`src/rtl/wb_daq_pkg.sv`:
```
// Shared types and constants for the DAQ channel scheduler.
package wb_daq_pkg;

    localparam int unsigned DEF_NUM_CH = 4;
    localparam int unsigned DEF_AW     = 32;
    localparam int unsigned DEF_LEN_W  = 16;
    // Buffer pointers count 32-bit words; byte address = ptr << WORD_SHIFT.
    localparam int unsigned WORD_SHIFT = 2;

    typedef enum logic [1:0] {
        ST_IDLE   = 2'd0,
        ST_ISSUE  = 2'd1,
        ST_WAIT   = 2'd2,
        ST_UPDATE = 2'd3
    } state_e;

endpackage

```
`src/rtl/wb_daq_rr_picker.sv`:
```
// Combinational round-robin picker: first requester after last_sel, wrapping.
module wb_daq_rr_picker
    import wb_daq_pkg::*;
#(
    parameter int unsigned NUM_CH = DEF_NUM_CH,
    parameter int unsigned SEL_W  = 2
) (
    input  logic [NUM_CH-1:0] request,
    input  logic [SEL_W-1:0]  last_sel,
    output logic [NUM_CH-1:0] grant_c,
    output logic [SEL_W-1:0]  select_c,
    output logic              valid_c
);

    // Scan last_sel+1 .. last_sel+NUM_CH (mod NUM_CH); first hit wins.
    always_comb begin
        logic [SEL_W-1:0] idx;
        grant_c  = '0;
        select_c = '0;
        valid_c  = 1'b0;
        idx      = '0;
        for (int unsigned i = 1; i <= NUM_CH; i++) begin
            idx = SEL_W'((32'(last_sel) + i) % NUM_CH);
            if (!valid_c && request[idx]) begin
                valid_c       = 1'b1;
                grant_c[idx]  = 1'b1;
                select_c      = idx;
            end
        end
    end

endmodule

```
`src/rtl/wb_daq_channel_scheduler.sv`:
```
// Round-robin scheduler sharing one DAQ Wishbone bus master between ADC channels.
// Optional completion watchdog: define WB_DAQ_SCHED_TIMEOUT_EN.
module wb_daq_channel_scheduler
    import wb_daq_pkg::*;
#(
    parameter int unsigned NUM_CH  = DEF_NUM_CH,
    parameter int unsigned SEL_W   = 2,
    parameter int unsigned AW      = DEF_AW,
    parameter int unsigned LEN_W   = DEF_LEN_W,
    parameter int unsigned TIMEOUT = 256
) (
    input  logic                    wb_clk,
    input  logic                    wb_rst_n,
    input  logic                    master_enable,
    input  logic [NUM_CH-1:0]       request,
    input  logic [NUM_CH*AW-1:0]    base_addr,
    input  logic [NUM_CH*LEN_W-1:0] buf_words,
    input  logic                    xfer_done,
    input  logic                    xfer_err,
    input  logic [NUM_CH-1:0]       err_clr,
    output logic [NUM_CH-1:0]       grant,
    output logic [SEL_W-1:0]        select,
    output logic                    start,
    output logic [AW-1:0]           address,
    output logic [NUM_CH-1:0]       wrap,
    output logic [NUM_CH-1:0]       err_flag,
    output logic                    busy
);

    state_e            state_q;
    state_e            state_nxt;
    logic [SEL_W-1:0]  last_sel_q;
    logic [LEN_W-1:0]  ptr_q [NUM_CH];
    logic [LEN_W-1:0]  len_q;
    logic [AW-1:0]     base_arr [NUM_CH];
    logic [LEN_W-1:0]  len_arr [NUM_CH];
    logic [NUM_CH-1:0] pick_grant_c;
    logic [SEL_W-1:0]  pick_sel_c;
    logic              pick_valid_c;
    logic              launch_c;
    logic              finish_c;
    logic              fail_c;
    logic              timeout_c;
    logic [LEN_W-1:0]  last_idx_c;
    logic              wrap_hit_c;

    for (genvar g = 0; g < NUM_CH; g++) begin : g_unpack
        assign base_arr[g] = base_addr[g*AW +: AW];
        assign len_arr[g]  = buf_words[g*LEN_W +: LEN_W];
    end

    wb_daq_rr_picker #(
        .NUM_CH (NUM_CH),
        .SEL_W  (SEL_W)
    ) u_picker (
        .request  (request),
        .last_sel (last_sel_q),
        .grant_c  (pick_grant_c),
        .select_c (pick_sel_c),
        .valid_c  (pick_valid_c)
    );

    // A zero-length buffer behaves as length 1: pointer pinned at 0.
    assign last_idx_c = (len_q == '0) ? '0 : len_q - LEN_W'(1);
    assign wrap_hit_c = (ptr_q[select] >= last_idx_c);

`ifdef WB_DAQ_SCHED_TIMEOUT_EN
    localparam int unsigned TO_W = $clog2(TIMEOUT + 1);
    logic [TO_W-1:0] to_cnt_q;

    // Cycles spent in WAIT; fires on the TIMEOUT-th WAIT cycle without completion.
    always_ff @(posedge wb_clk or negedge wb_rst_n) begin
        if (!wb_rst_n) begin
            to_cnt_q <= '0;
        end else if (state_q == ST_WAIT) begin
            to_cnt_q <= to_cnt_q + TO_W'(1);
        end else begin
            to_cnt_q <= '0;
        end
    end

    assign timeout_c = (state_q == ST_WAIT) && (to_cnt_q == TO_W'(TIMEOUT - 1));
`else
    logic unused_timeout;
    assign timeout_c      = 1'b0;
    assign unused_timeout = ^32'(TIMEOUT);
`endif

    // State register.
    always_ff @(posedge wb_clk or negedge wb_rst_n) begin
        if (!wb_rst_n) begin
            state_q <= ST_IDLE;
        end else begin
            state_q <= state_nxt;
        end
    end

    // Next-state and transfer events; an error (or timeout) outranks done.
    always_comb begin
        state_nxt = state_q;
        launch_c  = 1'b0;
        finish_c  = 1'b0;
        fail_c    = 1'b0;
        case (state_q)
            ST_IDLE: begin
                if (master_enable && pick_valid_c) begin
                    launch_c  = 1'b1;
                    state_nxt = ST_ISSUE;
                end
            end
            ST_ISSUE: state_nxt = ST_WAIT;
            ST_WAIT: begin
                if (xfer_err || timeout_c) begin
                    fail_c    = 1'b1;
                    finish_c  = 1'b1;
                    state_nxt = ST_UPDATE;
                end else if (xfer_done) begin
                    finish_c  = 1'b1;
                    state_nxt = ST_UPDATE;
                end
            end
            ST_UPDATE: state_nxt = ST_IDLE;
            default:   state_nxt = ST_IDLE;
        endcase
    end

    // Registered outputs, per-channel pointers and sticky error flags.
    always_ff @(posedge wb_clk or negedge wb_rst_n) begin
        if (!wb_rst_n) begin
            grant      <= '0;
            select     <= '0;
            start      <= 1'b0;
            address    <= '0;
            wrap       <= '0;
            err_flag   <= '0;
            busy       <= 1'b0;
            len_q      <= '0;
            last_sel_q <= SEL_W'(NUM_CH - 1);
            for (int unsigned i = 0; i < NUM_CH; i++) begin
                ptr_q[i] <= '0;
            end
        end else begin
            start    <= launch_c;
            busy     <= (state_nxt != ST_IDLE);
            wrap     <= '0;
            err_flag <= (err_flag & ~err_clr) | (fail_c ? grant : '0);
            if (launch_c) begin
                grant   <= pick_grant_c;
                select  <= pick_sel_c;
                len_q   <= len_arr[pick_sel_c];
                address <= base_arr[pick_sel_c] + (AW'(ptr_q[pick_sel_c]) << WORD_SHIFT);
            end
            if (finish_c) begin
                grant      <= '0;
                last_sel_q <= select;
                if (!fail_c) begin
                    if (wrap_hit_c) begin
                        ptr_q[select] <= '0;
                        wrap          <= grant;
                    end else begin
                        ptr_q[select] <= ptr_q[select] + LEN_W'(1);
                    end
                end
            end
            if ((state_q == ST_IDLE) && !master_enable) begin
                for (int unsigned i = 0; i < NUM_CH; i++) begin
                    ptr_q[i] <= '0;
                end
            end
        end
    end

endmodule

```
`config.mk`:
```
export PLATFORM = sky130hd
export DESIGN_NAME = wb_daq_channel_scheduler
export DESIGN_NICKNAME = d
export VERILOG_FILES = /design/src/rtl/wb_daq_pkg.sv /design/src/rtl/wb_daq_rr_picker.sv /design/src/rtl/wb_daq_channel_scheduler.sv
export SDC_FILE = /design/constraint.sdc
export NUM_CORES = 1
export LEC_CHECK = 0
export BUFFER_PORTS_ARGS = -buffer_cell sky130_fd_sc_hd__buf_2
export CAP_MARGIN = 40
export CELL_PAD_IN_SITES_DETAIL_PLACEMENT = 0
export CELL_PAD_IN_SITES_GLOBAL_PLACEMENT = 1
export CORE_UTILIZATION = 30
export DETAILED_ROUTE_END_ITERATION = 10
export HOLD_SLACK_MARGIN = 0.08
export PLACE_DENSITY = 0.76
export SYNTH_ARGS = -nofsm -noshare
export SYNTH_HDL_FRONTEND = slang
export SYNTH_SLANG_ARGS = --single-unit
```
`constraint.sdc`:
```
create_clock -name wb_clk -period 20.9 [get_ports wb_clk]
set_input_delay 2.09 -clock wb_clk [delete_from_list [all_inputs] [get_ports wb_clk]]
set_output_delay 2.09 -clock wb_clk [all_outputs]
set_load 0.03 [all_outputs]
```
==> flow_metrics.env <==
export IMPL_postCtsSetupBuffers=0
export IMPL_initial_core_util=0.306
export IMPL_top_layer="met4"
export IMPL_hpwl_um=26200
export IMPL_nets=1729
export IMPL_grt_max_degree=85
export IMPL_synth_edf_count=0
export IMPL_core_region_area_mm2=0.0337
export IMPL_track_usage=0.202
export IMPL_required_ns=21.23
export IMPL_ant_nets=0
export IMPL_maxSlewViolCount=0
export IMPL_path_clk_slew_ns=0.07
export IMPL_synth_cells=1276
export IMPL_cts_root_buf="clkbuf_16"
export IMPL_ctsResizeCount=0
export IMPL_worstMarginPinSlew_ns=0.883
export IMPL_ff2ff_path_depth=21
export IMPL_met1_length_um=15600
export IMPL_final_cells=1938
export IMPL_dr_pass1_iters=5
export IMPL_cts_buffer_depth=2
export IMPL_min_delay_start="address[0]"
export IMPL_ioPinCount=253
export IMPL_areaGrowthSynthToFinish_pct=22.0
export IMPL_post_place_ws_ns=12.62
export IMPL_syn_area_mm2=0.0103
export IMPL_dieWidth_um=187
export IMPL_timing_rr_start="last_sel_q[0]"
export IMPL_hold_class="reg -> reg"
export IMPL_routed_via_density=5.43
export IMPL_cts_hold_buf=0
export IMPL_cp_max_fo=61
export IMPL_dr_wl_met3_um=2670
export IMPL_grt_overflow=0
export IMPL_num_rows=67
export IMPL_vias=10500
export IMPL_cp_slowest_stage_delay_ns=1.04
export IMPL_finalSetupViolCount=0
export IMPL_hold_end="address[0]"
export IMPL_seq_area_mm2=0.00331
export IMPL_crit_chain="clkinv_1, ha_1, mux2_2, a21oi_1, nand2_1, nand2_4, buf_4, nand2_1, and3_1, a31oi_1, ha_1, nor2b_1, o21ai_0, a21oi_1, o221a_2, o21ai_0, o311ai_0, buf_1, and4_1, and3_1, o31ai_1"
export IMPL_timing_fmax_mhz=119
export IMPL_io_buffers=252
export IMPL_fin_crit_ns=8.39
export IMPL_fp_dieArea_mm2=0.0351
export IMPL_placed_cell_area_mm2=0.0120
export IMPL_drtIter0Drc=921
export IMPL_ys_seq_area_frac=0.320
export IMPL_outcome="complete, no violations"
export IMPL_p_leak_uw=0.00588
export IMPL_cp_start_kind="flop"
export IMPL_power_density_mw_per_mm2=179
export IMPL_yosysTopAreaCell="dfrtp_1"
export IMPL_placed_cells=1906
export IMPL_worst_slack_ns=12.51
export IMPL_clk_latency_ns=0.42
export IMPL_finalHoldViolations=0
export IMPL_critPathArrivalTime_ns=8.72
export IMPL_path_class="reg -> reg"
export IMPL_multi_input_area_mm2=0.00656
export IMPL_cp_slowest_cell="dfstp_2"
export IMPL_grt_pass1_vias=10200
export IMPL_slew_headroom=0.410
export IMPL_fin_skew_ns=0.0135
export IMPL_die_y_um=187
export IMPL_synth_nets=1528
export IMPL_tritoncts="yes"
export IMPL_post_route_period_util=0.402
export IMPL_cts_htree_levels=4
export IMPL_numCtsBuffers=17
export IMPL_ys_ff_latch=132
export IMPL_rsz0062_at_grt="false"
export IMPL_antenna_found_initial=0
export IMPL_irDropWorstVdd_mv=0.112
export IMPL_drc=0
export IMPL_yosys_warnings=0
export IMPL_whs_path_depth=2
export IMPL_synth_most_common_cell="nand2_1"
export IMPL_synthFlopType="dfrtp_1"
export IMPL_place_congestion=0.935
export IMPL_cts_sinks=132
export IMPL_grt_pass1_wl_um=56400
export IMPL_critPathCaptureType="flop"
export IMPL_fillers=3532
export IMPL_synth_top_cell_area_share=0.315
export IMPL_insertedDiodeCount=0
export IMPL_syn_area_per_cell_um2=8.09
export IMPL_maxCapViolCount=0
export IMPL_finalPower_uw=2250
export IMPL_synth_common_cells="nand2_1 (336), dfrtp_1 (130), o21ai_0 (72)"
export IMPL_wl_per_cell_um=18.4
export IMPL_synth_area_leaders="dfrtp_1 (32%), nand2_1 (12%), ha_1 (5.6%), a32o_1 (5.2%), mux4_2 (4.1%)"
export IMPL_finalSetupTns_ns=0
export IMPL_ys_async_sr_fraction=1.00
export IMPL_wl_um=35700
export IMPL_met2RoutedLength_um=17000
export IMPL_fin_area_mm2=0.0126
export IMPL_rrSetupSlack_ns=12.51
export IMPL_drive_gt1_frac=0.243
export IMPL_r2r_end="address[22]"
export IMPL_synthDistinctLibCells=76
==> worst max-delay path: cells and delay by family (launching register included) <==
kind	cells	cell delay (ns)
mux	1	0.38
fa+ha+maj	2	1.14
buf+inv	3	1.59
compound gates	8	2.32
flops	1	1.04
simple gates	7	1.78
==> report_power, final <==
group	internal, uW	total (uW)	switching, uW	leakage [uW]
Sequential	320	384	64.2	0.00174
Clock	179	306	127	0.000291
Combinational	544	1560	1020	0.00385
Total	1040	2250	1210	0.00588
==> cells in the final DEF, fill, tap and decap left out, types with 19 or more instances in the layout <==
master	n
a21oi_1	32
xor2_1	24
and3_1	41
nand2_1	334
mux2i_1	22
o21ai_0	72
dfrtp_1	130
buf_2	251
nor2_1	60
nand3_1	61
inv_1	26
mux4_2	19
ha_1	46
a32o_1	54
a31oi_1	45
==> cells by family after synthesis <==
kind of cell               after synthesis  synth area share
and+or+nand+nor                        584             0.252
adders and majority gates               47            0.0577
muxes                                   55            0.0803
AOI/OAI and AO/OA                      298             0.207
DFF                                    132             0.320
xor gates and xnor gates                42            0.0356
buffers and inverters                  118            0.0468
==> worst max-delay path by stage <==
stage                   from           to  slack, ns  cells after the start
6_report       last_sel_q[0]  address[22]      12.51                     21
5_1_grt        last_sel_q[0]  address[26]      11.92                     24
4_1_cts        last_sel_q[0]  address[26]      12.59                     24
3_5_place_dp   last_sel_q[0]  address[26]      12.62                     24
2_1_floorplan     request[0]  address[26]      13.57                     24
3_3_place_gp   last_sel_q[0]  address[26]      12.29                     22
==> area by class of cell <==
class,instances,area share
well taps,448,0.0445
inverters,27,0.00805
clock inverters,15,0.0133
multi-input cells,1026,0.521
repair buffers,273,0.116
clock buffers,17,0.0338
flip-flops and latches,132,0.263
==> per-layer routing <==
layer | GRT usage | vias up
li1 | - | 5037
met1 | 0.266 | 5106
met2 | 0.337 | 358
met3 | 0.0469 | 30
met4 | 0.0428 | 0
met5 | 0 | -
==> registers in the layout, indices dropped and copies added (netlist names), 2 cells and up <==
register and flops:
len_q 16, select 2, wrap 4, last_sel_q 2
address 32, ptr_q 64, err_flag 4, grant 4
state_q 2
==> through the flow <==
step | hold WS [ns] | util
floorplan | 0.471 | -
global placement | 0.457 | 0.353
detailed placement | 0.467 | 0.356
CTS | 0.483 | 0.374
global route | 0.515 | 0.374
finish | 0.475 | 0.374
No activity file was read; power rests on OpenSTA's default activity.
